`config.mk`:
```
export PLATFORM = sky130hd
export DESIGN_NAME = conv_sequencer
export DESIGN_NICKNAME = d
export VERILOG_FILES = /design/src/rtl/conv_pkg.sv /design/src/rtl/conv_seq_cnt.sv /design/src/rtl/conv_sequencer.sv
export SDC_FILE = /design/constraint.sdc
export NUM_CORES = 1
export LEC_CHECK = 0
export BUFFER_PORTS_ARGS = -buffer_cell sky130_fd_sc_hd__buf_2
export CAP_MARGIN = 20
export CORE_ASPECT_RATIO = 1.5
export CORE_MARGIN = 10
export CORE_UTILIZATION = 56
export DETAILED_ROUTE_END_ITERATION = 8
export PLACE_DENSITY = 0.79
export SYNTH_ARGS = -nofsm -noshare
export SYNTH_HDL_FRONTEND = slang
export SYNTH_SLANG_ARGS = --single-unit
```
`constraint.sdc`:
```
create_clock -name clk -period 2.63 [get_ports clk]
set_clock_uncertainty 0.05 [all_clocks]
set_input_delay 0.526 -clock clk [delete_from_list [all_inputs] [get_ports clk]]
set_output_delay 0.526 -clock clk [all_outputs]
set_load 0.05 [all_outputs]
```
`src/rtl/conv_pkg.sv`:
```
// Shared types and helpers for the convolution sequencer.
// Holds the sequencer state encoding, the output-count function and a
// counter-width helper used to size the sequencer's counters.
package conv_pkg;

  typedef enum logic [2:0] {
    LOAD   = 3'd0,
    CLEAR  = 3'd1,
    ISSUE  = 3'd2,
    DRAIN  = 3'd3,
    OUTPUT = 3'd4
  } seq_state_t;

  // Number of valid-mode outputs produced per frame.
  function automatic int num_y(input int lenx, input int lenf);
    return lenx - lenf + 1;
  endfunction

  // Bits needed to count 0..n-1 (at least one bit).
  function automatic int cnt_w(input int n);
    return (n <= 2) ? 1 : $clog2(n);
  endfunction

endpackage

```
`src/rtl/conv_seq_cnt.sv`:
```
// Mod-N up-counter with synchronous clear, increment enable and terminal flag.
// Latency: count updates on the clock edge after clr/inc; tc is combinational.
// Backpressure: none; the caller gates inc.
// Ports: clk, reset (sync, active-high), clr, inc -> cnt (0..N-1), tc (cnt == N-1).
module conv_seq_cnt
  import conv_pkg::*;
#(
  parameter int N = 4,
  parameter int W = cnt_w(N)
) (
  input  logic         clk,
  input  logic         reset,
  input  logic         clr,
  input  logic         inc,
  output logic [W-1:0] cnt,
  output logic         tc
);

  localparam logic [W-1:0] LAST = W'(N - 1);

  assign tc = (cnt == LAST);

  // Incrementing at the terminal count wraps back to zero.
  always_ff @(posedge clk) begin
    if (reset || clr) begin
      cnt <= '0;
    end else if (inc) begin
      cnt <= tc ? '0 : cnt + W'(1);
    end
  end

endmodule

```
`src/rtl/conv_sequencer.sv`:
```
// Control FSM for a 1-D valid-mode convolution over a single-port X memory,
// a synchronous filter ROM and a multiply-accumulate datapath.
// Latency: last sample write -> CLEAR next cycle; m_valid_y rises LENF+2 cycles
//   after CLEAR entry; LENF+3 cycles per output when m_ready_y stays high.
// Backpressure: s_ready_x only in LOAD (source stalls otherwise); OUTPUT holds
//   m_valid_y and all addresses frozen until m_ready_y.
// Ports:
//   clk, reset            clock, synchronous active-high reset
//   s_valid_x/s_ready_x   sample input handshake; x_wr_en = accepted sample
//   x_addr, f_addr        X memory address (write pointer or read), ROM address
//   clr_acc, en_acc       accumulator clear / accumulate-this-cycle
//   m_valid_y/m_ready_y   result output handshake
//   busy                  high whenever not in LOAD
module conv_sequencer
  import conv_pkg::*;
#(
  parameter int LENX  = 64,
  parameter int LENF  = 33,
  parameter int ADDRX = 6,
  parameter int ADDRF = 6
) (
  input  logic             clk,
  input  logic             reset,
  input  logic             s_valid_x,
  output logic             s_ready_x,
  output logic             x_wr_en,
  output logic [ADDRX-1:0] x_addr,
  output logic [ADDRF-1:0] f_addr,
  output logic             clr_acc,
  output logic             en_acc,
  output logic             m_valid_y,
  input  logic             m_ready_y,
  output logic             busy
);

  localparam int NUM_Y = num_y(LENX, LENF);

  seq_state_t state, state_nxt;

  logic [ADDRX-1:0] wr_ptr;
  logic [ADDRX-1:0] base;
  logic [ADDRF-1:0] k;
  logic             wr_tc, k_tc, base_tc;
  logic             k_clr, k_inc;
  logic             hs_y;

  // Sample acceptance is suppressed during the reset cycle itself.
  assign s_ready_x = (state == LOAD) && !reset;
  assign x_wr_en   = s_valid_x && s_ready_x;
  assign m_valid_y = (state == OUTPUT);
  assign hs_y      = m_valid_y && m_ready_y;
  assign busy      = (state != LOAD);
  // Holding the accumulator clear in LOAD keeps it zero between frames.
  assign clr_acc   = (state == LOAD) || (state == CLEAR);

  // k restarts for each output. It stops at LENF-1 on the last ISSUE cycle
  // instead of wrapping, so DRAIN and OUTPUT keep the last tap addresses.
  assign k_clr = (state == LOAD) || (state == CLEAR);
  assign k_inc = (state == ISSUE) && !k_tc;

  conv_seq_cnt #(.N(LENX), .W(ADDRX)) u_wr_cnt (
    .clk   (clk),
    .reset (reset),
    .clr   (1'b0),
    .inc   (x_wr_en),
    .cnt   (wr_ptr),
    .tc    (wr_tc)
  );

  conv_seq_cnt #(.N(LENF), .W(ADDRF)) u_tap_cnt (
    .clk   (clk),
    .reset (reset),
    .clr   (k_clr),
    .inc   (k_inc),
    .cnt   (k),
    .tc    (k_tc)
  );

  conv_seq_cnt #(.N(NUM_Y), .W(ADDRX)) u_base_cnt (
    .clk   (clk),
    .reset (reset),
    .clr   (1'b0),
    .inc   (hs_y),
    .cnt   (base),
    .tc    (base_tc)
  );

  // Memory and ROM data arrive one cycle after the address, so accumulate
  // one cycle behind ISSUE: 2nd ISSUE cycle through DRAIN.
  always_ff @(posedge clk) begin
    if (reset) begin
      state  <= LOAD;
      en_acc <= 1'b0;
    end else begin
      state  <= state_nxt;
      en_acc <= (state == ISSUE);
    end
  end

  always_comb begin
    state_nxt = state;
    x_addr    = base + ADDRX'(k);
    f_addr    = k;
    unique case (state)
      LOAD: begin
        x_addr = wr_ptr;
        f_addr = '0;
        if (x_wr_en && wr_tc) begin
          state_nxt = CLEAR;
        end
      end
      CLEAR: begin
        x_addr    = base;
        f_addr    = '0;
        state_nxt = ISSUE;
      end
      ISSUE: begin
        if (k_tc) begin
          state_nxt = DRAIN;
        end
      end
      DRAIN: begin
        state_nxt = OUTPUT;
      end
      OUTPUT: begin
        if (hs_y) begin
          state_nxt = base_tc ? LOAD : CLEAR;
        end
      end
      default: begin
        state_nxt = LOAD;
      end
    endcase
  end

endmodule

```
* Word-level counts from Yosys, hierarchy flattened *
Index checks and enable logic that the tools add are counted.

operators by class
  add/sub/neg operators = 4
  equality and inequality tests = 10
  mux-type cells = 10
  reduce and logical (&&, ||, !) cells = 13

operators with widths
  operator             number
  $mux 6               4
  $add 6x1->6 const B  3
  $pmux 3 s5           1
  $eq 6x6->1 const B   2
  $pmux 6 s2           1
  $mux 3               3
  $add 6x6->6          1
  $eq 3x2->1 const B   2
  $eq 6x5->1 const B   1
  $logic_and 1x1->1    5
  $ne 2x1->1 const B   2
  $eq 3x1->1 const B   1
  $eq 3x3->1 const B   1
  $logic_not 3->1      1
  $reduce_and 3->1     1
  $reduce_bool 3->1    1
  $logic_not 1->1      2
  $logic_or 1x1->1     2
  $ne 2x2->1 const B   1
  $reduce_or 2->1      1
  $mux 1               1

word-level totals
  register bits after elaboration = 22
  input bits = 4
  word-level logic and storage cells = 42

* Depth between registers and ports, before layout *
  depth after elaboration = 6
  depth in mapped cells = 7
  gate-level depth less buffers = 7

* Cells and area by module *
A second synthesis with hierarchy kept.

unflattened totals
  cell total of the unflattened synthesis = 167
  area total of the unflattened synthesis = 1507.7 µm²

by module, submodules not included
  module                     times used  cells an instance  area each (µm²)
  conv_sequencer             1           73                 588.1
  conv_seq_cnt (u_tap_cnt)   1           34                 347.8
  conv_seq_cnt (u_base_cnt)  1           30                 291.5
  conv_seq_cnt (u_wr_cnt)    1           30                 280.3

* Least setup slack after synthesis *
Ideal clock, no wire load.

  path kind = register -> output
  from = register u_base_cnt.cnt[0]
  to = output port x_addr[4]
  arrival time = 2.495 ns
  setup slack = -0.441 ns
  cell stages (with the launch flop) = 8
  buffers on the path = 0
  cell sequence = dfxtp_1 -> ha_1 -> inv_1 -> fa_1 -> nor2b_1 -> o21ai_0 -> nor3b_1 -> o31ai_1

on the way
  longest elaborated chain between the ends = 2

RTL lines
  what                      RTL line               source
  start: declaration        conv_seq_cnt.sv:15     output logic [W-1:0] cnt,
  start signal: assignment  conv_seq_cnt.sv:28     cnt <= tc ? '0 : cnt + W'(1);
  $add 6x6->6               conv_sequencer.sv:102  x_addr = base + ADDRX'(k);
  $pmux 6 s2                conv_sequencer.sv:104  unique case (state)
  end: declaration          conv_sequencer.sv:27   output logic [ADDRX-1:0] x_addr,

Every way passes these cells.

* Worst setup path after layout *
  from = register u_tap_cnt.cnt[0]
  to = output port x_addr[4]

on the way
  longest elaborated chain between the ends = 2

RTL lines
  what                      RTL line
  start: declaration        conv_seq_cnt.sv:15
  start signal: assignment  conv_seq_cnt.sv:28
  $add 6x6->6               conv_sequencer.sv:102
  $pmux 6 s2                conv_sequencer.sv:104

Every way passes these cells.

==> metrics.md <==
| Metric | Value |
|---|---|
| Critical R2R Launch | `u_tap_cnt.cnt[0]$_SDFFE_PP0P_` |
| Antenna-violating nets left | `0` |
| Final WL | `between 3000 and 4000 µm` |
| Die height | `83.0 µm` |
| I/O pin count | `22` |
| Largest net degree at the start of global routing | `21` |
| Wire length on met3 | `150 µm` |
| Setup TNS | `0 ns` |
| Number of synthesized flops with an enable pin | `0` |
| Period utilization | `0.982` |
| CP arrival | `2.01 ns` |
| Worst skew pair latency | `0.31 ns` |
| Crit Path Category | `reg2out` |
| Main combinational cell family by area after synthesis | `simple AND/OR/NAND/NOR gates` |
| VDD IR-drop max | `239 µV` |
| Non-filler cells, final | `235` |
| Antenna fix cells | `0` |
| Tmin final | `2.58 ns` |
| CP Launch Type | `flip-flop` |
| Total gr overflow | `0` |
| Adder-Cell Fraction of Synth Area | `0.0894` |
| # DRC | `0` |
| Mapped cell area | `1480 µm²` |
| DR vias | `roughly 1300` |
| Yosys warning total | `0` |
| Seq/Total Area, Yosys | `0.297` |
| Share of post-route cells with drive strength above 1 | `0.266` |
| Core Area | `roughly 2500 µm²` |
| 1st-pass router iterations | `4` |
| GR Util All Layers | `0.138` |
| Initial antenna violation count | `0` |
| Number of max-cap violations | `0` |
| Yosys reg bits | `22` |
| Final Hold Vio Count | `0` |
| Multiplexer share of the synthesized area | `0.0700` |
| H-Tree Depth | `1` |
| Max_slew headroom | `0.729` |
| Clock slew at reported path FFs | `0.12 ns` |
| Fin nets | `approximately 210` |
| Leading post-synthesis cells by cell area | `dfxtp_1 30%, ha_1 7.6%, nor2_1 5.8%` |
| Placer Congestion | `0.864` |
| Placed Cells | `230` |
| Met2 routed WL | `around 1800 µm` |
| Share of the synthesized area in the top cell type | `0.297` |
| Hold Crit Start | `m_ready_y` |
| First-pass GRT wire length | `around 5600 µm` |
| DR WL/cell | `14.7 µm` |
| Row Count | `22` |
| Initial DRC Count | `29` |
| Largest fanout on the critical path | `3` |
| Synth Area in Simple Gates | `0.287` |
| Post-synthesis xor/xnor area fraction | `0.0826` |
| CTS tree | `done` |
| Synth Instances | `between 150 and 200` |
| CP startpoint | `u_tap_cnt.cnt[0]$_SDFFE_PP0P_` |
| Vias in the first global route | `1299` |
| Crit end category | `output pin` |
| RSZ-0062 raised after global routing | `yes` |
| Fillers | `214` |
| Pwr Density | `428 nW/µm²` |
| CP required | `2.05 ns` |
| Avg Cell Area, Syn | `8.53 µm²` |
| Count leader, synth | `nor2_1` |
| Peak Freq | `between 300 and 400 MHz` |
| DP HPWL | `approximately 2700 µm` |
| CTS Root Cell | `clkbuf_4` |
| Outcome | `finished clean` |
| Ys async rst share | `0` |
| Compound-cell area share of the yosys netlist | `0.134` |
| TritonCTS Buffers | `3` |
| Worst-Margin Slew | `0.404 ns` |
| Final setup fails | `0` |
| M1 WL | `1400 µm` |
| IO Port Bufs | `21` |
| Total leakage power | `0.713 nW` |
| Die X | `62.0 µm` |
| Ys flop type | `dfxtp_1` |
| Top Layer Used | `met4` |
| Die area | `~5200 µm²` |
| Max Root-Sink Buffers | `2` |
| TritonCTS sink count | `22` |
| Unique masters post-synth | `46` |
| Post-synth net total | `188` |
| Vias/cell | `5.59` |
| Hold Path Class | `in2reg` |
| Total power | `745 µW` |
| Initial Util | `0.592` |
| Synth cell count leaders | `23 x nor2_1, 22 x dfxtp_1, 9 x ha_1` |
| Area growth syn-to-layout | `17.4%` |
| Post-synth top area cell | `dfxtp_1` |
| Slew Limit Fails | `0` |
cell families (layout without fill, tap and decap cells):
family                     after synthesis  count (layout)
AOI/OAI and AO/OA                       30              30
xor gates and xnor gates                14              14
adders and majority gates               10              10
buffers and inverters                   15              40
DFF                                     22              22
muxes                                   10              10
and+or+nand+nor                         73              73
state kept, by name (all words and copies together), names as in the netlist:
register and flops:
en_acc 1, state 3, u_base_cnt.cnt 6, u_tap_cnt.cnt 6, u_wr_cnt.cnt 6
path summary, 6_finish.rpt:
kind | to | slack (ns) | depth (start not counted)
worst max-delay path | x_addr[4] | 0.05 | 8
worst min-delay path | state[0]$_SDFFE_PP0P_ | 0.45 | 3
worst max register to register | state[0]$_SDFFE_PP0P_ | 0.84 | 7
worst min register to register | u_base_cnt.cnt[1]$_SDFFE_PP0P_ | 0.48 | 2
metal layers:
metal,GRT usage,vias up
li1,-,662
met1,0.139,613
met2,0.238,28
met3,0.0335,11
met4,0.0813,0
met5,0,-
where the power goes:
| part | internal (mW) | switching, mW | leakage, nW |
|---|---|---|---|
| Clock | 0.0846 | 0.108 | 0.0210 |
| Combinational | 0.0524 | 0.140 | 0.512 |
| Sequential | 0.342 | 0.0172 | 0.180 |
worst max-delay path, cell delays in order, from the launching register on:
cell and delay [ns]:
dfxtp_2 0.38, ha_4 0.14, inv_1 0.05, fa_2 0.34, nor2b_1 0.12, o21ai_1 0.08
nor3b_1 0.15, o31ai_2 0.24, buf_6 0.20
area by class of cell:
type                    instances  area (µm²)  area share
well taps                      36        45.0      0.0259
clock buffers                   4        36.3      0.0208
multi-input cells             137        1020       0.584
inverters                       8        30.0      0.0172
flip-flops and latches         22         447       0.256
repair buffers                 28         166      0.0955
metrics by stage:
step,instance area (µm²),utilization,hold WS [ns],worst slack [ns]
global route,1740,0.695,0.477,-0.0457
detailed placement,1660,0.662,0.488,0.156
finish,1740,0.695,0.447,0.0482
CTS,1710,0.684,0.445,-0.0540
global placement,1660,0.662,0.470,0.233
floorplan,1490,-,0.420,-0.0129
timing repair:
item / 4_1_cts / 5_1_grt
hold buffers: 0 / 0
buffers inserted: 1 / 0
gates resized for setup: 5 / 9
pin swaps: 1 / 1
endpoints found under the setup margin: 2 / 3
layout by cell type (no fill, tap or decap), types with 5 or more instances in the layout:
master   count
ha_1         8
nor2_1      23
dfxtp_1     17
a21oi_1      7
buf_4        8
xnor2_1      6
dfxtp_2      5
nand2_1      8
mux2i_1      6
buf_2       19
inv_1        7
nand4_1      5
xor2_1       8
nor2b_1      7
(Power assumes the default switching activity.)
